### src/rtl/adjust_digit_if.sv
// adjust_digit_if: button inputs and adjust outputs between the board side and the adjust controller
interface adjust_digit_if;
  logic       btn_c, btn_r, btn_l, btn_u, btn_d, run_lock;
  logic [3:0] adjust_digit_sel;
  logic       adjust_active, inc_pulse, dec_pulse;
  modport master (
    output btn_c, btn_r, btn_l, btn_u, btn_d, run_lock,
    input  adjust_digit_sel, adjust_active, inc_pulse, dec_pulse
  );
  modport slave (
    input  btn_c, btn_r, btn_l, btn_u, btn_d, run_lock,
    output adjust_digit_sel, adjust_active, inc_pulse, dec_pulse
  );
endinterface

### src/rtl/adjust_digit_ctrl.sv
// adjust_digit_ctrl: sync/debounce five buttons and run the IDLE/ADJUST digit-adjust FSM
// Optional auto-exit after TIMEOUT_CYCLES idle cycles when ADJUST_TIMEOUT_EN is defined.
module adjust_digit_ctrl #(
  parameter int DEBOUNCE_CYCLES = 1_000_000,
  parameter int TIMEOUT_CYCLES  = 500_000_000
) (
  input logic          clk,
  input logic          rst,
  adjust_digit_if.slave bus
);
  localparam int DW = $clog2(DEBOUNCE_CYCLES + 1);
  typedef enum logic {IDLE, ADJUST} state_t;
  // Bit order throughout: {c, r, l, u, d}
  logic [4:0]    raw, s1_q, s2_q, db_q, press_q, flip;
  logic [DW-1:0] cnt_q [5];
  state_t        state_q, state_d;
  logic [3:0]    sel_q, sel_d;
  logic          inc_q, inc_d, dec_q, dec_d;
  assign raw = {bus.btn_c, bus.btn_r, bus.btn_l, bus.btn_u, bus.btn_d};
  always_comb begin
    flip = '0;
    for (int k = 0; k < 5; k++)
      flip[k] = (s2_q[k] != db_q[k]) && (cnt_q[k] == DW'(DEBOUNCE_CYCLES - 1));
  end
  always_ff @(posedge clk or posedge rst)
    if (rst) begin
      s1_q    <= '0;
      s2_q    <= '0;
      db_q    <= '0;
      press_q <= '0;
      for (int k = 0; k < 5; k++) cnt_q[k] <= '0;
    end else begin
      s1_q    <= raw;
      s2_q    <= s1_q;
      db_q    <= db_q ^ flip;
      press_q <= flip & ~db_q;
      for (int k = 0; k < 5; k++)
        cnt_q[k] <= (s2_q[k] == db_q[k] || flip[k]) ? '0 : cnt_q[k] + DW'(1);
    end
`ifdef ADJUST_TIMEOUT_EN
  localparam int TW = $clog2(TIMEOUT_CYCLES + 1);
  logic [TW-1:0] to_q, to_d;
  always_ff @(posedge clk or posedge rst)
    if (rst) to_q <= '0;
    else     to_q <= to_d;
`endif
  always_comb begin
    state_d = state_q;
    sel_d   = sel_q;
    inc_d   = 1'b0;
    dec_d   = 1'b0;
`ifdef ADJUST_TIMEOUT_EN
    to_d    = '0;
`endif
    if (bus.run_lock) begin
      state_d = IDLE;
      sel_d   = 4'b0000;
    end else if (state_q == IDLE) begin
      if (press_q[4]) begin
        state_d = ADJUST;
        sel_d   = 4'b0001;
      end
`ifdef ADJUST_TIMEOUT_EN
    end else if (to_q == TW'(TIMEOUT_CYCLES - 1)) begin
      state_d = IDLE;
      sel_d   = 4'b0000;
`endif
    end else begin
`ifdef ADJUST_TIMEOUT_EN
      to_d = |press_q ? '0 : to_q + TW'(1);
`endif
      if (press_q[4]) begin
        state_d = IDLE;
        sel_d   = 4'b0000;
      end else if (press_q[3]) sel_d = {sel_q[2:0], sel_q[3]};
      else if (press_q[2])     sel_d = {sel_q[0], sel_q[3:1]};
      else if (press_q[1])     inc_d = 1'b1;
      else if (press_q[0])     dec_d = 1'b1;
    end
  end
  always_ff @(posedge clk or posedge rst)
    if (rst) begin
      state_q <= IDLE;
      sel_q   <= 4'b0000;
      inc_q   <= 1'b0;
      dec_q   <= 1'b0;
    end else begin
      state_q <= state_d;
      sel_q   <= sel_d;
      inc_q   <= inc_d;
      dec_q   <= dec_d;
    end
  assign bus.adjust_digit_sel = sel_q;
  assign bus.adjust_active    = (state_q == ADJUST);
  assign bus.inc_pulse        = inc_q;
  assign bus.dec_pulse        = dec_q;
endmodule

### src/flat_wrapper.sv
// flat-port wrapper written by rule: the top's interface ports become plain ports
module adjust_digit_ctrl_flat 
#(
  parameter int DEBOUNCE_CYCLES = 1_000_000,
  parameter int TIMEOUT_CYCLES  = 500_000_000
)
  (clk, rst, bus_btn_c, bus_btn_r, bus_btn_l, bus_btn_u, bus_btn_d, bus_run_lock, bus_adjust_digit_sel, bus_adjust_active, bus_inc_pulse, bus_dec_pulse);
  adjust_digit_if bus_i ();
  input logic clk;
  input logic rst;
  input wire logic [$bits(bus_i.btn_c)-1:0] bus_btn_c;
  input wire logic [$bits(bus_i.btn_r)-1:0] bus_btn_r;
  input wire logic [$bits(bus_i.btn_l)-1:0] bus_btn_l;
  input wire logic [$bits(bus_i.btn_u)-1:0] bus_btn_u;
  input wire logic [$bits(bus_i.btn_d)-1:0] bus_btn_d;
  input wire logic [$bits(bus_i.run_lock)-1:0] bus_run_lock;
  output wire logic [$bits(bus_i.adjust_digit_sel)-1:0] bus_adjust_digit_sel;
  output wire logic [$bits(bus_i.adjust_active)-1:0] bus_adjust_active;
  output wire logic [$bits(bus_i.inc_pulse)-1:0] bus_inc_pulse;
  output wire logic [$bits(bus_i.dec_pulse)-1:0] bus_dec_pulse;
  assign bus_i.btn_c = bus_btn_c;
  assign bus_i.btn_r = bus_btn_r;
  assign bus_i.btn_l = bus_btn_l;
  assign bus_i.btn_u = bus_btn_u;
  assign bus_i.btn_d = bus_btn_d;
  assign bus_i.run_lock = bus_run_lock;
  assign bus_adjust_digit_sel = bus_i.adjust_digit_sel;
  assign bus_adjust_active = bus_i.adjust_active;
  assign bus_inc_pulse = bus_i.inc_pulse;
  assign bus_dec_pulse = bus_i.dec_pulse;
  adjust_digit_ctrl #(.DEBOUNCE_CYCLES(DEBOUNCE_CYCLES), .TIMEOUT_CYCLES(TIMEOUT_CYCLES)) u_core (.clk(clk), .rst(rst), .bus(bus_i));
endmodule
### config.mk
export PLATFORM = sky130hd
export DESIGN_NAME = adjust_digit_ctrl_flat
export DESIGN_NICKNAME = d
export VERILOG_FILES = /design/src/rtl/adjust_digit_if.sv /design/src/rtl/adjust_digit_ctrl.sv /design/src/flat_wrapper.sv
export SDC_FILE = /design/constraint.sdc
export NUM_CORES = 1
export LEC_CHECK = 0
export BUFFER_PORTS_ARGS = -buffer_cell sky130_fd_sc_hd__buf_2
export CORE_MARGIN = 3
export CORE_UTILIZATION = 55
export DETAILED_ROUTE_END_ITERATION = 6
export GPL_ROUTABILITY_DRIVEN = 0
export MAX_ROUTING_LAYER = met4
export PLACE_DENSITY = 0.72
export SETUP_SLACK_MARGIN = 0.15
export SYNTH_ARGS = -nofsm -noshare
export SYNTH_HDL_FRONTEND = slang
export SYNTH_SLANG_ARGS = --single-unit
### constraint.sdc
create_clock -name clk -period 4.86 [get_ports clk]
set_input_delay 0.729 -clock clk [delete_from_list [all_inputs] [get_ports clk]]
set_output_delay 0.729 -clock clk [all_outputs]
set_load 0.01 [all_outputs]
==> results.py <==
metrics = {
    "final_layout": {
        "drive_gt1_share_pct": 10.65,
        "final_cell_area_um2": 6782,
        "fillers": 849,
        "synthToLayoutAreaGrowth_pct": 12.12,
        "fin_nets": 630,
        "antennaDiodeCount": 0,
        "multi_input_area_um2": 2734,
        "regArea_um2": 3178,
    },
    "clock_network": {
        "ctsHoldBuffers": 0,
        "root_buffer": "clkbuf_8",
        "clockBufferDepth": 2,
        "cts_tree": "built",
        "cts_setup_buffers": 0,
        "cts_buffers": 17,
        "clk_pin_slew_ns": 0.06,
        "post_cts_resized": 0,
        "cts_sinks": 127,
        "htree_levels": 4,
        "insertion_delay_ns": 0.52,
    },
    "yosys": {
        "ys_seq_elements": 127,
        "ys_seq_area_share_pct": 52.54,
        "yosys_warnings": 0,
        "syn-cell-area_um2": 6048,
        "async_reset_ff_share_pct": 100.0,
        "yosys_most_used_dff": "dfrtp_1",
        "yosysUniqueCellTypes": 44,
        "yosys-top-cells-area": "dfrtp_1 (53%), xor2_1 (5.5%), nor2_1 (5.0%)",
        "syn_inst": 598,
        "postSynthAreaPerCell_um2": 10.11,
        "netlist.area_leader.share_pct": 52.54,
        "synth-edff-count": 0,
        "syn_nets": 611,
        "yosys.area.top_type": "dfrtp_1",
    },
    "hold_path": {
        "min_to": "u_core.s1_q[3]",
        "hp-start": "bus_btn_r",
        "worstHoldPathCells": 1,
        "hp-class": "in -> reg",
    },
    "detailed_routing": {
        "vias": 4470,
        "drc_errors": 0,
        "drt_iter0_drc": 361,
        "avgViaCountPerCell": 5.843,
        "wirelength_um": 11490,
        "postRouteAntennaNets": 0,
        "firstDrtPassIters": 4,
        "detail_route.wl_per_cell_um": 15.02,
    },
    "pwr": {
        "power_density_nw_per_um2": 335.2,
        "leakage_nw": 2.819,
        "peakVddDrop_uv": 342.5,
        "finalPower_mw": 2.273,
    },
    "sta": {
        "fin_tns_setup_ns": 0,
        "max_slew_margin_pct": 32.51,
        "hold_viol_final": 0,
        "finalWorstSetupSlack_ns": 2.665,
        "slew_violations": 0,
        "worst_slew_pin_slew_ns": 1.012,
        "fmax_ghz": 0.4557,
        "finalCritPeriodShare_pct": 45.16,
        "grt_setup_unrepaired": "no",
        "skew_ns": 0.008289,
        "fin_crit_ns": 2.195,
        "setup-violations-final": 0,
        "whs_ns": 0.3164,
    },
    "status": {
        "status": "finished clean",
    },
    "critical_path": {
        "r2r-end": "u_core.cnt_q[82]",
        "worstSetupEndpointType": "flip-flop",
        "critPathArrivalTime_ns": 2.59,
        "r2r_slack_ns": 2.67,
        "crit_family": "compound AO/OA/AOI/OAI gates",
        "cp.required_ns": 5.26,
        "critical_path.max_stage_delay_ns": 0.61,
        "crit_path_start_kind": "flip-flop",
        "r2r-start": "u_core.cnt_q[80]",
        "crit_chain": "ha_1, and4_1, nand2_1, o31ai_2, buf_4, nor2_1",
        "path_max_fanout": 12,
        "critPathBufInv": 1,
        "slowest_stage": "o31ai_2",
        "r2r_cells": 6,
        "worstSetupPathType": "reg -> reg",
    },
    "placement": {
        "port_buffers": 14,
        "dpl_cell_area_um2": 6260,
        "dp_hpwl_um": 7547,
        "pre_cts_ws_ns": 2.723,
    },
    "floorplanning": {
        "die_width_um": 110.9,
        "dieArea_um2": 12290,
        "die-height_um": 110.9,
        "start_util_pct": 57.55,
        "rows": 37,
        "core_um2": 10510,
        "io_pins": 15,
    },
    "global_route": {
        "grt_pass1_wl_um": 19980,
        "antenna_found_initial": 0,
        "grt_overflow": 0,
        "grt_max_degree": 82,
        "grtUsageTotal_pct": 20.36,
        "grt_pass1_vias": 4351,
    },
    "job": {
        "cap_viol_max_count": 0,
    },
}
[registers in the layout (all words and copies together), names as in the netlist, named ones only]
signal and cells:
u_core.bus.adjust_digit_sel 4, u_core.bus.adjust_active 1, u_core.bus.dec_pulse 1, u_core.press_q 5, u_core.cnt_q 100, u_core.s2_q 5, u_core.s1_q 5, u_core.bus.inc_pulse 1
[where the power goes]
part	leakage (nW)	internal, mW	switching [mW]	total, mW
clock	0.265	0.695	0.427	1.12
sequential	1.74	1.07	0.0132	1.09
combinational	0.815	0.0184	0.0475	0.0659
total	2.82	1.79	0.487	2.27
[final cells by class]
type / count / area share, %
Sequential cell: 127 / 46.86
Multi-Input combinational cell: 434 / 40.31
Clock buffer: 23 / 6.734
Tap cell: 136 / 2.509
Timing Repair Buffer: 19 / 1.587
Inverter: 18 / 1.033
Clock inverter: 8 / 0.9594
[metrics by stage]
| step | utilization, % | instances |
|---|---|---|
| 5_1_grt | 64.53 | 765 |
| 2_1_floorplan | - | 598 |
| 6_report | 64.53 | 765 |
| 4_1_cts | 64.53 | 765 |
| 3_3_place_gp | 59.57 | 734 |
| 3_5_place_dp | 59.57 | 734 |
[routing by layer]
| metal | track usage (%) | vias up | share of wire (%) |
|---|---|---|---|
| li1 | - | 2161 | - |
| met3 | 6.059 | 20 | 3.7 |
| met2 | 31.39 | 75 | 48 |
| met5 | - | - | 0 |
| met1 | 25.57 | 2214 | 47 |
| met4 | 7.635 | 0 | 1.8 |
[Yosys cell counts, drive strengths merged, types with 7 or more instances]
cell type and n:
dfrtp 127, nor2 80, nand2 41, xor2 38
nand3 34, xnor2 32, a21oi 27, nand4 27
nor4 19, inv 18, o31ai 17, or4 16
o21ai 14, and4 13, clkbuf 13, or3 12
nor3 11, and2 8, and3 7
[cells by family after synthesis]
| logic type | Yosys count | share of synthesized area (%) |
|---|---|---|
| DFF | 127 | 52.54 |
| muxes | 9 | 1.614 |
| AOI/OAI and AO/OA | 63 | 6.537 |
| xor gates and xnor gates | 70 | 10.14 |
| adders and majority gates | 5 | 1.034 |
| buffers and inverters | 37 | 2.420 |
| and+or+nand+nor | 287 | 25.71 |
[cell usage in the layout (no fill, tap or decap), types with 6 or more instances in the layout]
cell type and n:
dfrtp_1 127, nor2_1 80, nand2_1 40, xor2_1 38, nand3_1 33, xnor2_1 32
a21oi_1 27, nand4_1 26, nor4_1 19, inv_1 17, clkbuf_16 16, or4_1 15
o21ai_0 14, buf_2 14, o31ai_1 13, and4_1 13, nor3_1 11, or3_1 11
and2_1 8, and3_1 7, clkinv_2 7, mux2_2 6
[worst max-delay path by stage]
| stage | startpoint | endpoint | slack, ns | cells after the start |
|---|---|---|---|---|
| finish | u_core.cnt_q[80] | u_core.cnt_q[82] | 2.67 | 6 |
| global route | u_core.cnt_q[80] | u_core.cnt_q[99] | 2.48 | 6 |
| CTS | u_core.cnt_q[80] | u_core.cnt_q[82] | 2.69 | 6 |
| detailed placement | u_core.cnt_q[80] | u_core.cnt_q[95] | 2.72 | 6 |
| global placement | u_core.cnt_q[80] | u_core.cnt_q[97] | 2.85 | 6 |
| floorplan | rst | async pin | 0.75 | 1 |
(Power assumes the default switching activity.)
